===== src/rtl/fetch_pkg.sv =====
// rtl/fetch_pkg.sv - shared widths, state encoding and buffer entry for the fetch sequencer
package fetch_pkg;

    localparam int XLEN = 32;

    typedef enum logic [0:0] {
        RUN  = 1'b0,
        HALT = 1'b1
    } fetch_state_e;

    typedef struct packed {
        logic [XLEN-1:0] instr;
        logic [XLEN-1:0] pc;
    } fetch_entry_t;

endpackage


===== src/rtl/fetch_sequencer_if.sv =====
// rtl/fetch_sequencer_if.sv - memory, redirect, decode and fault signals of the fetch sequencer
interface fetch_sequencer_if;
    import fetch_pkg::*;

    logic [XLEN-1:0] mem_pc;
    logic [XLEN-1:0] mem_instr;
    logic            redirect_valid;
    logic [XLEN-1:0] redirect_pc;
    logic            inst_valid;
    logic            inst_ready;
    logic [XLEN-1:0] inst_data;
    logic [XLEN-1:0] inst_pc;
    logic            fault;
    logic [XLEN-1:0] fault_pc;

    modport master (
        output mem_pc,
        input  mem_instr,
        input  redirect_valid,
        input  redirect_pc,
        output inst_valid,
        input  inst_ready,
        output inst_data,
        output inst_pc,
        output fault,
        output fault_pc
    );

    modport slave (
        input  mem_pc,
        output mem_instr,
        output redirect_valid,
        output redirect_pc,
        input  inst_valid,
        output inst_ready,
        input  inst_data,
        input  inst_pc,
        input  fault,
        input  fault_pc
    );

endinterface


===== src/rtl/fetch_skid_fifo.sv =====
// rtl/fetch_skid_fifo.sv - two-entry in-order instruction buffer with flush
module fetch_skid_fifo
    import fetch_pkg::*;
(
    input  logic         clk,
    input  logic         rst,
    input  logic         flush,
    input  logic         wr_en,
    input  fetch_entry_t wr_data,
    input  logic         rd_en,
    output fetch_entry_t rd_data,
    output logic [1:0]   count
);

    fetch_entry_t mem_q [2];
    logic         wr_ptr_q;
    logic         rd_ptr_q;
    logic [1:0]   count_q;

    // Entry storage needs no reset; occupancy decides what is visible.
    always_ff @(posedge clk) begin
        if (wr_en && !flush) begin
            mem_q[wr_ptr_q] <= wr_data;
        end
    end

    // Pointers and occupancy; a flush empties the buffer regardless of traffic.
    always_ff @(posedge clk or posedge rst) begin
        if (rst) begin
            wr_ptr_q <= 1'b0;
            rd_ptr_q <= 1'b0;
            count_q  <= 2'd0;
        end else if (flush) begin
            wr_ptr_q <= 1'b0;
            rd_ptr_q <= 1'b0;
            count_q  <= 2'd0;
        end else begin
            if (wr_en) begin
                wr_ptr_q <= ~wr_ptr_q;
            end
            if (rd_en) begin
                rd_ptr_q <= ~rd_ptr_q;
            end
            count_q <= count_q + 2'(wr_en) - 2'(rd_en);
        end
    end

    assign rd_data = mem_q[rd_ptr_q];
    assign count   = count_q;

endmodule


===== src/rtl/fetch_sequencer.sv =====
// rtl/fetch_sequencer.sv - instruction fetch sequencer; FETCH_SEQ_ALIGN_CHECK_EN enables misaligned-redirect halting
module fetch_sequencer
    import fetch_pkg::*;
#(
    parameter logic [31:0] RESET_PC  = 32'h0000_0000,
    parameter int          MEM_BYTES = 1024
)(
    input  logic             clk,
    input  logic             rst,
    fetch_sequencer_if.master bus
);

    localparam logic [0:0]      ST_RUN    = RUN;
    localparam logic [0:0]      ST_HALT   = HALT;
    localparam logic [XLEN-1:0] ADDR_MASK = XLEN'(MEM_BYTES - 1);

    logic [XLEN-1:0] pc_q;
    logic [XLEN-1:0] tag_q;
    logic            inflight_q;
    logic [0:0]      state_q;

    logic [1:0]      count;
    fetch_entry_t    head;
    fetch_entry_t    wr_entry;
    logic            pop;
    logic            issue;
    logic [2:0]      occupancy;
    logic            misaligned;
    logic [XLEN-1:0] target_pc;

`ifdef FETCH_SEQ_ALIGN_CHECK_EN
    assign misaligned = (bus.redirect_pc[1:0] != 2'b00);
    assign target_pc  = bus.redirect_pc;
`else
    assign misaligned = 1'b0;
    assign target_pc  = bus.redirect_pc & ~XLEN'(3);
`endif

    // Slots already committed (buffered plus outstanding) after this cycle's transfer.
    assign pop       = bus.inst_valid && bus.inst_ready;
    assign occupancy = 3'(count) + 3'(inflight_q) - 3'(pop);
    assign issue     = (state_q == ST_RUN) && !bus.redirect_valid && (occupancy < 3'd2);

    assign wr_entry.instr = bus.mem_instr;
    assign wr_entry.pc    = tag_q;

    fetch_skid_fifo u_buf (
        .clk     (clk),
        .rst     (rst),
        .flush   (bus.redirect_valid),
        .wr_en   (inflight_q && !bus.redirect_valid),
        .wr_data (wr_entry),
        .rd_en   (pop),
        .rd_data (head),
        .count   (count)
    );

    // Fetch pointer, outstanding-read tag and run/halt state; redirect outranks issue.
    always_ff @(posedge clk or posedge rst) begin
        if (rst) begin
            pc_q       <= RESET_PC;
            tag_q      <= '0;
            inflight_q <= 1'b0;
            state_q    <= ST_RUN;
        end else if (bus.redirect_valid) begin
            inflight_q <= 1'b0;
            if (misaligned) begin
                state_q <= ST_HALT;
            end else begin
                state_q <= ST_RUN;
                pc_q    <= target_pc;
            end
        end else if (issue) begin
            pc_q       <= pc_q + XLEN'(4);
            tag_q      <= pc_q;
            inflight_q <= 1'b1;
        end else begin
            inflight_q <= 1'b0;
        end
    end

`ifdef FETCH_SEQ_ALIGN_CHECK_EN
    logic            fault_q;
    logic [XLEN-1:0] fault_pc_q;

    // Fault report tracks the most recent redirect: set on misaligned, cleared on aligned.
    always_ff @(posedge clk or posedge rst) begin
        if (rst) begin
            fault_q    <= 1'b0;
            fault_pc_q <= '0;
        end else if (bus.redirect_valid) begin
            fault_q    <= misaligned;
            fault_pc_q <= misaligned ? bus.redirect_pc : '0;
        end
    end

    assign bus.fault    = fault_q;
    assign bus.fault_pc = fault_pc_q;
`else
    assign bus.fault    = 1'b0;
    assign bus.fault_pc = '0;
`endif

    assign bus.mem_pc     = pc_q & ADDR_MASK;
    assign bus.inst_valid = (count != 2'd0);
    assign bus.inst_data  = head.instr;
    assign bus.inst_pc    = head.pc;

endmodule


===== src/flat_wrapper.sv =====
// flat-port wrapper written by rule: the top's interface ports become plain ports
module fetch_sequencer_flat import fetch_pkg::*;
#(
    parameter logic [31:0] RESET_PC  = 32'h0000_0000,
    parameter int          MEM_BYTES = 1024
)
  (clk, rst, bus_mem_pc, bus_mem_instr, bus_redirect_valid, bus_redirect_pc, bus_inst_valid, bus_inst_ready, bus_inst_data, bus_inst_pc, bus_fault, bus_fault_pc);
  fetch_sequencer_if bus_i ();
  input  logic clk;
  input  logic rst;
  output wire logic [$bits(bus_i.mem_pc)-1:0] bus_mem_pc;
  input wire logic [$bits(bus_i.mem_instr)-1:0] bus_mem_instr;
  input wire logic [$bits(bus_i.redirect_valid)-1:0] bus_redirect_valid;
  input wire logic [$bits(bus_i.redirect_pc)-1:0] bus_redirect_pc;
  output wire logic [$bits(bus_i.inst_valid)-1:0] bus_inst_valid;
  input wire logic [$bits(bus_i.inst_ready)-1:0] bus_inst_ready;
  output wire logic [$bits(bus_i.inst_data)-1:0] bus_inst_data;
  output wire logic [$bits(bus_i.inst_pc)-1:0] bus_inst_pc;
  output wire logic [$bits(bus_i.fault)-1:0] bus_fault;
  output wire logic [$bits(bus_i.fault_pc)-1:0] bus_fault_pc;
  assign bus_mem_pc = bus_i.mem_pc;
  assign bus_i.mem_instr = bus_mem_instr;
  assign bus_i.redirect_valid = bus_redirect_valid;
  assign bus_i.redirect_pc = bus_redirect_pc;
  assign bus_inst_valid = bus_i.inst_valid;
  assign bus_i.inst_ready = bus_inst_ready;
  assign bus_inst_data = bus_i.inst_data;
  assign bus_inst_pc = bus_i.inst_pc;
  assign bus_fault = bus_i.fault;
  assign bus_fault_pc = bus_i.fault_pc;
  fetch_sequencer #(.RESET_PC(RESET_PC), .MEM_BYTES(MEM_BYTES)) u_core (.clk(clk), .rst(rst), .bus(bus_i));
endmodule

===== config.mk =====
export PLATFORM = sky130hd
export DESIGN_NAME = fetch_sequencer_flat
export DESIGN_NICKNAME = d
export VERILOG_FILES = /design/src/rtl/fetch_pkg.sv /design/src/rtl/fetch_sequencer_if.sv /design/src/rtl/fetch_skid_fifo.sv /design/src/rtl/fetch_sequencer.sv /design/src/flat_wrapper.sv
export SDC_FILE = /design/constraint.sdc
export NUM_CORES = 1
export LEC_CHECK = 0
export ABC_AREA = 1
export CORE_UTILIZATION = 49
export CTS_BUF_LIST = sky130_fd_sc_hd__clkbuf_4
export DETAILED_ROUTE_END_ITERATION = 16
export PLACE_DENSITY_LB_ADDON = 0.12
export SETUP_SLACK_MARGIN = 0.15
export SYNTH_ARGS = -nofsm -noshare
export SYNTH_HDL_FRONTEND = slang
export SYNTH_SLANG_ARGS = --single-unit
export TNS_END_PERCENT = 1

===== constraint.sdc =====
create_clock -name clk -period 7.2 [get_ports clk]
set_input_delay 1.08 -clock clk [delete_from_list [all_inputs] [get_ports clk]]
set_output_delay 1.08 -clock clk [all_outputs]
set_load 0.02 [all_outputs]

==> run metrics <==
status=complete, no violations; CP startpoint kind=flop; Yosys top cell area share=0.426; final core utilization=0.592; CP top delay family=buffers and inverters; min Tclk post-route=4.19 ns; CTS tree=done; first-pass GRT wire length=27.1 mm; Worst Path Required=6.12 ns; vias in the first global route=5,324; final clock skew=0.0186 ns; Syn Std Cell Area=8740 sq um; post-cts resize count=0; DR DRC count=0; hold path cells=0; Register Area=5350 sq um; synthesis-stage register bit count=189; most frequent cell after synthesis=nand2_1; Boundary Pins=198; R2R depth=14; xor/xnor share of the synthesized area=0.00802; clock buffer depth=2; r2r endpoint=u_core.tag_q[2]; RSZ-0062 raised after global routing=false; Hold EP=u_core.u_buf.mem_q[0][5]; largest family of logic cells by synthesized area=simple AND/OR/NAND/NOR gates; period utilisation layout=0.581; CP Class=flop to primary output; Final Hold Viols=0; Avg Cell Area, Syn=9.57 sq um; CP bufs+invs=3; Design Power=3.62 mW; total congestion overflow=0; min-delay src=u_core.tag_q[5]; post-route setup TNS=0 ns; CTS Sinks=189; Min-Delay Path Class=flop to flop; max-slew violation count=0; mux cell area share after synthesis=0; Worst slew margin=0.260; final instance area=10,300 sq um; vias per cell=4.63; WL final=16.9 mm; Core Footprint=17,400 sq um; I/O Buffers=136; drt pass-1 iters=5; Min Hold Slack=0.486 ns; # rows=48; leakage=4.43 nW; Nets=1,106; Setup Viol. Count Final=0; pwr/cell area=352 nW/um^2; largest net degree at the start of global routing=81; CP Cell Sequence=buf_4 -> inv_2 -> nand2_1 -> nand2_1 -> clkdlybuf4s50_1; crit-path max FO=64; reg2reg start=u_core.u_buf.count[1]; multi-input logic area=2760 sq um; max-cap violations=0; gpl congestion=0.880; Placement Cell Area=9990 sq um; initial drt markers=346; Die Area=18,400 sq um; Max stage delay on crit path=0.90 ns; worst skew pair latency=0.55 ns; die height=136 um; Fmax=239 MHz; nature of the critical path endpoint=primary output; Main synth FF type=edfxtp_1; Worst Path Arrival=3.11 ns; filler cell count in the final layout=1,544; vias=5,889; ANT nets after route=0; FF-to-FF setup slack=3.54 ns; top post-synthesis cells by area=edfxtp_1, dfrtp_1, nand2_1; worst-case vdd ir drop=166 uV; share of layout cells above drive strength 1=0.0554; Critical Path Slowest Stage Cell=inv_2; library cells used by synthesis=34; DP HPWL=11.4 mm; post-CTS setup buffer count=0; measured slew at the worst slew-check pin=1.11 ns; Yosys top cell by area=edfxtp_1; Post-Synth Adder-Cell Area=0.00802; CTS clk-pin slew, worst paths=0.14 ns; part of the Yosys area used for sequential elements=0.612; Mapped Cells=913; CP most frequent cell=nand2_1; WL/cell=13.3 um; Root Buffer=clkbuf_4; Initial Util=0.503; ys async rst share=0.344; H-Tree Depth=4; list of most frequent post-synthesis cells=nand2_1, edfxtp_1, buf_4; Post-synth EDFFs=124; simple-gate share of the synthesized area=0.245; initial antenna violation count=1; synth warn=0; total track usage=0.195; CTS buffer count=17; Area Growth Syn to Fin=17.6%; cts hold-fix bufs=0; Die W=136 um; Synth Area in Compound Gates=0.0285
## layout by cell type (no fill, tap or decap), drive strengths merged
cell type and count:
dfrtp 65, clkbuf 18, nand3b 13, xnor2 3
conb 59, a31oi 1, nand2 382, a21oi 1
o21ai 40, nand3 42, bufinv 2, diode 1
inv 56, buf 5, edfxtp 124, clkinvlp 2
ha 4, and2 1, nor2 72, fa 1
o21a 1, nand4 1, clkdlybuf4s50 136, xor2 5
clkinv 7, or2 1, o211ai 4
## worst register-to-register path: stages (launching register included)
cell	delay [ns]
dfrtp_1	0.46
inv_1	0.10
nand2_1	0.08
nand2_1	0.10
inv_1	0.07
ha_1	0.26
or2_2	0.30
fa_1	0.39
inv_1	0.07
nand2_1	0.06
nand2_2	0.11
nand3_4	0.62
inv_2	0.66
nand2_1	0.15
o21a_1	0.14
## cells by family after synthesis
group,count (synthesis)
AND/OR/NAND/NOR,512
flip-flops,189
buffers and inverters,151
AO/OA/AOI/OAI,47
XOR/XNOR,8
adder cells (fa/ha/maj),5
other,1
## layer usage
metal | GRT usage | up-vias | share of wire
met5 | 0 | - | 0
met4 | 0.0618 | 0 | 0.013
met3 | 0.0445 | 18 | 0.058
met2 | 0.309 | 167 | 0.47
met1 | 0.266 | 2663 | 0.46
li1 | - | 3041 | -
## state kept, by name, indices dropped and copies added, names as in the netlist
register	flops
u_core.u_buf.wr_ptr_q	1
u_core.u_buf.mem_q	124
u_core.inflight_q	1
u_core.u_buf.count	2
u_core.pc_q	30
u_core.u_buf.rd_ptr_q	1
u_core.tag_q	30
## worst max-delay path by stage
stage                                 to  slack (ns)  cells after the start                  start
2_1_floorplan  u_core.u_buf.mem_q[0][10]        2.69                      4     bus_redirect_valid
3_3_place_gp             u_core.tag_q[2]        2.64                     10         bus_inst_ready
3_5_place_dp             u_core.tag_q[2]        2.63                     13         bus_inst_ready
4_1_cts                 bus_inst_data[7]        2.91                      5  u_core.u_buf.rd_ptr_q
5_1_grt                  bus_inst_pc[22]        2.72                      5  u_core.u_buf.rd_ptr_q
6_report                 bus_inst_pc[19]        3.01                      5  u_core.u_buf.rd_ptr_q
## power by group
part | total (mW) | switching, mW | leakage [nW] | internal (mW)
Sequential | 1.66 | 0.191 | 1.94 | 1.47
Clock | 0.561 | 0.350 | 0.151 | 0.211
Combinational | 1.40 | 0.880 | 2.34 | 0.517
## per-stage QoR
step	setup slack (ns)	instances
5_1_grt	2.72	1272
3_3_place_gp	2.64	1239
4_1_cts	2.91	1271
3_5_place_dp	2.63	1239
2_1_floorplan	2.69	971
6_report	3.01	1272
## area by class of cell
cell class                 instances  share of cell area
clock buffer                      18              0.0131
antenna                            1            0.000244
multi-input combinational        631               0.269
sequential                       189               0.521
tap                              225              0.0274
inverter                          53              0.0194
clock inverter                    14              0.0140
timing repair buffer             141               0.136
(Power assumes the default switching activity.)
